**src/rtl/icache_arb_pkg.sv**
```systemverilog
// icache_arb_pkg: shared state encoding and AXI burst constants for the icache read arbiter
package icache_arb_pkg;
  typedef enum logic [1:0] {
    ARB_IDLE = 2'd0,
    ARB_ADDR = 2'd1,
    ARB_DATA = 2'd2
  } arb_state_e;
  localparam logic [1:0] BURST_FIXED = 2'b00;
  localparam logic [1:0] BURST_INCR  = 2'b01;
  localparam logic [1:0] BURST_WRAP  = 2'b10;
endpackage

```
**src/rtl/rr_arbiter2.sv**
```systemverilog
// rr_arbiter2: two-way round-robin grant with a registered priority pointer
module rr_arbiter2
  import icache_arb_pkg::*;
(
  input  logic       clk,
  input  logic       rst_n,
  input  logic [1:0] req_i,
  input  logic       accept_i,
  output logic [1:0] gnt_o
);
  logic prio_q;
  assign gnt_o[0] = req_i[0] & (~req_i[1] | ~prio_q);
  assign gnt_o[1] = req_i[1] & (~req_i[0] | prio_q);
  // Priority moves to the requester that just lost (inverse of the winner)
  always_ff @(posedge clk) begin
    if (!rst_n) prio_q <= 1'b0;
    else if (accept_i) prio_q <= gnt_o[0];
  end
endmodule

```
**src/rtl/icache_read_arbiter.sv**
```systemverilog
// icache_read_arbiter: shares the single-outstanding icache read port between fetch (m0) and prefetch (m1)
module icache_read_arbiter
  import icache_arb_pkg::*;
#(
  parameter int ADDR_W = 32,
  parameter int DATA_W = 32
) (
  input  logic              clk,
  input  logic              rst_n,
  input  logic              m0_arvalid,
  input  logic [ADDR_W-1:0] m0_araddr,
  input  logic [1:0]        m0_arburst,
  input  logic [2:0]        m0_arsize,
  input  logic [7:0]        m0_arlen,
  output logic              m0_arready,
  input  logic              m0_rready,
  output logic              m0_rvalid,
  output logic [DATA_W-1:0] m0_rdata,
  output logic              m0_rlast,
  input  logic              m1_arvalid,
  input  logic [ADDR_W-1:0] m1_araddr,
  input  logic [1:0]        m1_arburst,
  input  logic [2:0]        m1_arsize,
  input  logic [7:0]        m1_arlen,
  output logic              m1_arready,
  input  logic              m1_rready,
  output logic              m1_rvalid,
  output logic [DATA_W-1:0] m1_rdata,
  output logic              m1_rlast,
  output logic              s_arvalid,
  output logic [ADDR_W-1:0] s_araddr,
  output logic [1:0]        s_arburst,
  output logic [2:0]        s_arsize,
  output logic [7:0]        s_arlen,
  input  logic              s_arready,
  input  logic              s_rvalid,
  input  logic [DATA_W-1:0] s_rdata,
  input  logic              s_rlast,
  output logic              s_rready,
  output logic              owner,
  output logic              busy,
  output logic              len_err
);
  arb_state_e        state_q, state_d;
  logic              owner_q, len_err_q;
  logic [ADDR_W-1:0] araddr_q;
  logic [1:0]        arburst_q;
  logic [2:0]        arsize_q;
  logic [7:0]        arlen_q, beats_q;
  logic [1:0]        gnt;
  logic              idle, in_addr, in_data, accept, hs, win, to_m0, to_m1;
  assign idle    = state_q == ARB_IDLE;
  assign in_addr = state_q == ARB_ADDR;
  assign in_data = state_q == ARB_DATA;
  assign accept  = idle & (m0_arvalid | m1_arvalid);
  assign win     = gnt[1];
  assign hs      = in_data & s_rvalid & s_rready;
  assign to_m0   = in_data & ~owner_q;
  assign to_m1   = in_data & owner_q;
  rr_arbiter2 u_rr (
    .clk      (clk),
    .rst_n    (rst_n),
    .req_i    ({m1_arvalid, m0_arvalid}),
    .accept_i (accept),
    .gnt_o    (gnt)
  );
  // Next state: grant -> address handshake -> data beats until rlast
  always_comb begin
    state_d = idle    ? (accept ? ARB_ADDR : ARB_IDLE) :
              in_addr ? (s_arready ? ARB_DATA : ARB_ADDR) :
                        ((hs & s_rlast) ? ARB_IDLE : ARB_DATA);
  end
  // State, latched request fields, beat counter and sticky length-mismatch flag
  always_ff @(posedge clk) begin
    if (!rst_n) begin
      state_q   <= ARB_IDLE;
      owner_q   <= 1'b0;
      araddr_q  <= '0;
      arburst_q <= '0;
      arsize_q  <= '0;
      arlen_q   <= '0;
      beats_q   <= '0;
      len_err_q <= 1'b0;
    end else begin
      state_q <= state_d;
      if (accept) begin
        owner_q   <= win;
        araddr_q  <= win ? m1_araddr : m0_araddr;
        arburst_q <= win ? m1_arburst : m0_arburst;
        arsize_q  <= win ? m1_arsize : m0_arsize;
        arlen_q   <= win ? m1_arlen : m0_arlen;
      end
      if (in_addr & s_arready) beats_q <= '0;
      else if (hs) beats_q <= beats_q + 8'd1;
      if (hs & (s_rlast ? (beats_q != arlen_q) : (beats_q == arlen_q))) len_err_q <= 1'b1;
    end
  end
  assign m0_arready = idle & gnt[0];
  assign m1_arready = idle & gnt[1];
  assign s_arvalid  = in_addr;
  assign s_araddr   = araddr_q;
  assign s_arburst  = arburst_q;
  assign s_arsize   = arsize_q;
  assign s_arlen    = arlen_q;
  assign s_rready   = in_data & (owner_q ? m1_rready : m0_rready);
  assign m0_rvalid  = to_m0 & s_rvalid;
  assign m0_rlast   = to_m0 & s_rlast;
  assign m0_rdata   = to_m0 ? s_rdata : '0;
  assign m1_rvalid  = to_m1 & s_rvalid;
  assign m1_rlast   = to_m1 & s_rlast;
  assign m1_rdata   = to_m1 ? s_rdata : '0;
  assign owner      = owner_q;
  assign busy       = ~idle;
  assign len_err    = len_err_q;
endmodule

```
**config.mk**
```make
export PLATFORM = sky130hd
export DESIGN_NAME = icache_read_arbiter
export DESIGN_NICKNAME = d
export VERILOG_FILES = /design/src/rtl/icache_arb_pkg.sv /design/src/rtl/rr_arbiter2.sv /design/src/rtl/icache_read_arbiter.sv
export SDC_FILE = /design/constraint.sdc
export NUM_CORES = 1
export LEC_CHECK = 0
export CORE_ASPECT_RATIO = 0.5
export CORE_MARGIN = 5
export CORE_UTILIZATION = 25
export CTS_CLUSTER_DIAMETER = 120
export DETAILED_ROUTE_END_ITERATION = 8
export PLACE_DENSITY_LB_ADDON = 0.25
export SKIP_CTS_REPAIR_TIMING = 1
export SYNTH_ARGS = -nofsm -noshare
export SYNTH_HDL_FRONTEND = slang
export SYNTH_HIERARCHICAL = 1
export SYNTH_SLANG_ARGS = --single-unit
```
**constraint.sdc**
```tcl
create_clock -name clk -period 2.7 [get_ports clk]
set_clock_uncertainty 0.05 [all_clocks]
set_input_delay 0.54 -clock clk [delete_from_list [all_inputs] [get_ports clk]]
set_output_delay 0.54 -clock clk [all_outputs]
set_load 0.01 [all_outputs]
```
==> run summary <==
=====================================================================================
Most used cell, CP ..................................................... sky130_fd_sc_hd__clkdlybuf4s50_1
Crit. End Element ......................................................  output port
Area enclosed by the die boundary ......................................    15700 um2
Total of endpoints with negative setup slack in the final report .......            0
VDD IR-drop max ........................................................   0.000331 V
Final critical path time including I/O delays and setup ................      2.58 ns
Result of the run ...................................................... finished clean
Slew at the pin with the worst max-slew slack ..........................     0.490 ns
First drt pass iteration count .........................................            4
Number of standard cells after synthesis ...............................          360
Clock Latency Late Sink ................................................      0.32 ns
Areal power density over the cells .....................................   462 nW/um2
Global placer's final weighted congestion ..............................        0.760
Detailed Place HPWL ....................................................      9380 um
Initial drt markers ....................................................           92
Hold Path Cell Cnt .....................................................            2
Reg-to-reg slack, setup ................................................      0.97 ns
Detailed-route wire length per cell ....................................      15.4 um
Max-cap violations .....................................................            0
Number of antenna violations at the first check in global routing ......            0
#FFs+latches synth .....................................................           58
Syn. warnings ..........................................................            6
Global-route wire length before repair .................................     17800 um
All-Layer GR Usage .....................................................        14.3%
Min-Delay Endpoint .....................................................      len_err
Number of inserted diodes ..............................................            0
Post-placement cell area ...............................................     5950 um2
Mean post-synth cell area ..............................................     9.12 um2
Vias in the first global route .........................................         3300
Num Clock Sinks ........................................................           58
Count of buffers inserted at the top-level ports .......................          250
Worst EP arrival .......................................................      1.99 ns
Critical path peak fanout ..............................................            3
Placement row count ....................................................           29
Synth-to-Final Area Change .............................................        90.1%
Number of inserted filler cells in the final layout ....................         1239
Leakage power of the design ............................................      2.74 nW
Worst flop-to-flop path startpoint .....................................   state_q[0]
Ports placed on the boundary ...........................................          251
Total Routed Length ....................................................     11900 um
Endpoint of the worst register-to-register path ........................  s_araddr[6]
Vias per Instance ......................................................         4.45
Chip Width .............................................................       172 um
Sequential share of the synthesized area ...............................        35.4%
Y dimension of the die .................................................      91.0 um
Largest buffer count on any clock path .................................            2
TritonCTS buffer count .................................................            9
Largest net degree at the start of global routing ......................           85
Worst EP required ......................................................      2.11 ns
Ratio of cells with drive above 1 in the final layout ..................        4.98%
Clock tree from TritonCTS ..............................................        built
Cell with the biggest individual delay on the critical path ............ sky130_fd_sc_hd__clkdlybuf4s50_1
Final hold vios ........................................................            0
Max frequency ..........................................................      387 MHz
Unrepaired setup endpoints after global routing ........................           no
Final worst-path cycle share ...........................................        95.7%
Clock-pin slew of the registers on the worst-case setup and hold paths .      0.05 ns
Tightest slew margin relative to the limit .............................        66.4%
Post-route design area .................................................     6240 um2
Crit path kind .........................................................       in2out
Effective utilization at floorplan .....................................        25.7%
Setup crit start kind ..................................................    input pin
Critical path, cell by cell ............................................ clkdlybuf4s50_1 -> a21boi_4 -> and2_1 -> clkdlybuf4s50_1
Core area ..............................................................    12800 um2
Global route total overflow ............................................            0
Summed negative setup slack over all endpoints .........................         0 ns
Biggest cell delay along the critical path .............................      0.54 ns
Post-synthesis cell area ...............................................     3280 um2
Logic depth of the worst register-to-register path .....................            5
Hold/Removal Path Class ................................................      reg2reg
Post-layout nets .......................................................          730
Post-detailed-route DRC marker count ...................................            0
Number of max-slew violations in the final report ......................            0
Count of nets left with antenna violations after detail routing ........            0
Launch point of the worst hold path ....................................      len_err
Total nets after synthesis .............................................          492
Routed vias ............................................................         3437
Number of different library cells in the post-synthesis netlist ........           34
Master cell of the clock root buffer ................................... sky130_fd_sc_hd__clkbuf_16
CTS H-Tree Depth .......................................................            3
=====================================================================================
## cells in the mapped netlist (all sizes together)
cell type | number | area [um2]
a21bo | 1 | 10.0
a21boi | 2 | 18.8
a21o | 1 | 7.51
a21oi | 4 | 20.0
a22o | 1 | 8.76
a31o | 1 | 8.76
and2 | 68 | 425
and3b | 1 | 8.76
buf | 13 | 65.1
clkbuf | 16 | 60.1
dfxtp | 58 | 1160
ha | 1 | 12.5
inv | 4 | 15.0
mux2i | 47 | 470
nand2 | 49 | 184
nand3 | 2 | 10.0
nand3b | 2 | 27.5
nand4 | 3 | 18.8
nand4bb | 1 | 27.5
nor2 | 9 | 33.8
nor2b | 3 | 18.8
nor3 | 1 | 5.00
nor3b | 3 | 27.5
nor4 | 2 | 12.5
o2111ai | 1 | 8.76
o211a | 45 | 450
o21a | 2 | 15.0
o21ai | 3 | 15.0
o311ai | 1 | 8.76
or3 | 2 | 12.5
xnor2 | 13 | 114
## state kept, by name (all words and copies together), names as in the netlist
register     flops
beats_q          8
len_err          1
owner            1
s_araddr        32
s_arburst        2
s_arlen          8
s_arsize         3
state_q          2
u_rr/prio_q      1
## layer usage
metal	routed length [um]	track usage (%)	vias to the layer above	share of wire [%]
li1	-	-	1726	-
met1	4390	14.7	1595	37
met2	6480	27.8	104	54
met3	889	4.34	12	7.5
met4	163	4.32	0	1.4
met5	0	0	-	0
## worst max-delay path: cells and delay by family
| family | cells | cell delay (ns) |
|---|---|---|
| simple gates | 1 | 0.15 |
| buf+inv | 2 | 1.07 |
| compound gates | 1 | 0.23 |
## placed cells by master, fill, tap and decap left out, types with 3 or more instances in the layout
master,Yosys,layout
sky130_fd_sc_hd__clkdlybuf4s50_1,0,249
sky130_fd_sc_hd__and2_1,68,68
sky130_fd_sc_hd__dfxtp_1,58,56
sky130_fd_sc_hd__nand2_1,49,49
sky130_fd_sc_hd__mux2i_1,47,47
sky130_fd_sc_hd__o211a_1,45,45
sky130_fd_sc_hd__xnor2_1,13,13
sky130_fd_sc_hd__nor2_1,9,9
sky130_fd_sc_hd__clkbuf_16,0,9
sky130_fd_sc_hd__inv_1,4,4
sky130_fd_sc_hd__a21oi_1,4,4
sky130_fd_sc_hd__nor2b_1,3,3
sky130_fd_sc_hd__o21ai_0,3,3
sky130_fd_sc_hd__nand4_1,3,3
sky130_fd_sc_hd__clkbuf_1,16,3
sky130_fd_sc_hd__clkinv_2,0,3
sky130_fd_sc_hd__buf_6,0,3
## worst max path at each step
stage,cells past startpoint,slack (ns),start,endpoint
3_5_place_dp,4,0.11,m1_arvalid,m1_arready
4_1_cts,5,0.02,owner,s_rready
6_report,4,0.12,m1_arvalid,m1_arready
5_1_grt,5,0.01,owner,m1_rdata[27]
3_3_place_gp,4,0.17,m1_arvalid,m1_arready
2_1_floorplan,4,0.66,m1_arvalid,m1_arready
## final cells by class
class | instances | area, um2 | share of cell area [%]
repair buffers | 256 | 2580 | 41.3
clock buffers | 13 | 250 | 4.01
clock inverters | 3 | 15.0 | 0.241
multi-input cells | 269 | 2000 | 32.1
flip-flops and latches | 58 | 1160 | 18.6
inverters | 4 | 15.0 | 0.241
well taps | 170 | 213 | 3.41
## logic make-up (layout without fill, tap and decap cells)
| group | after synthesis | in the layout | share of synthesized area (%) |
|---|---|---|---|
| AND/OR/NAND/NOR | 146 | 146 | 24.7 |
| buffers and inverters | 33 | 276 | 4.27 |
| adder cells (fa/ha/maj) | 1 | 1 | 0.381 |
| multiplexers | 47 | 47 | 14.3 |
| flip-flops | 58 | 58 | 35.4 |
| AO/OA/AOI/OAI | 62 | 62 | 17.4 |
| XOR/XNOR | 13 | 13 | 3.47 |
## metrics by stage
| stage | utilization [%] | worst slack [ns] | hold WS (ns) | total power, mW | cells |
|---|---|---|---|---|---|
| finish | 48.9 | 0.115 | 0.429 | 2.88 | 773 |
| global route | 48.9 | 0.0141 | 0.455 | 3.04 | 773 |
| CTS | 48.6 | 0.0172 | 0.435 | 2.94 | 772 |
| detailed placement | 46.6 | 0.112 | 0.423 | 1.90 | 756 |
| global placement | 46.6 | 0.166 | 0.426 | 1.89 | 756 |
| floorplan | - | 0.657 | 0.433 | 1.39 | 360 |
## power by group
part / total [mW] / internal, mW / switching (mW)
Combinational: 0.865 / 0.525 / 0.340
Sequential: 1.01 / 0.953 / 0.0592
Clock: 1.01 / 0.640 / 0.365
Note: power is estimated with default switching activity, not from simulation.
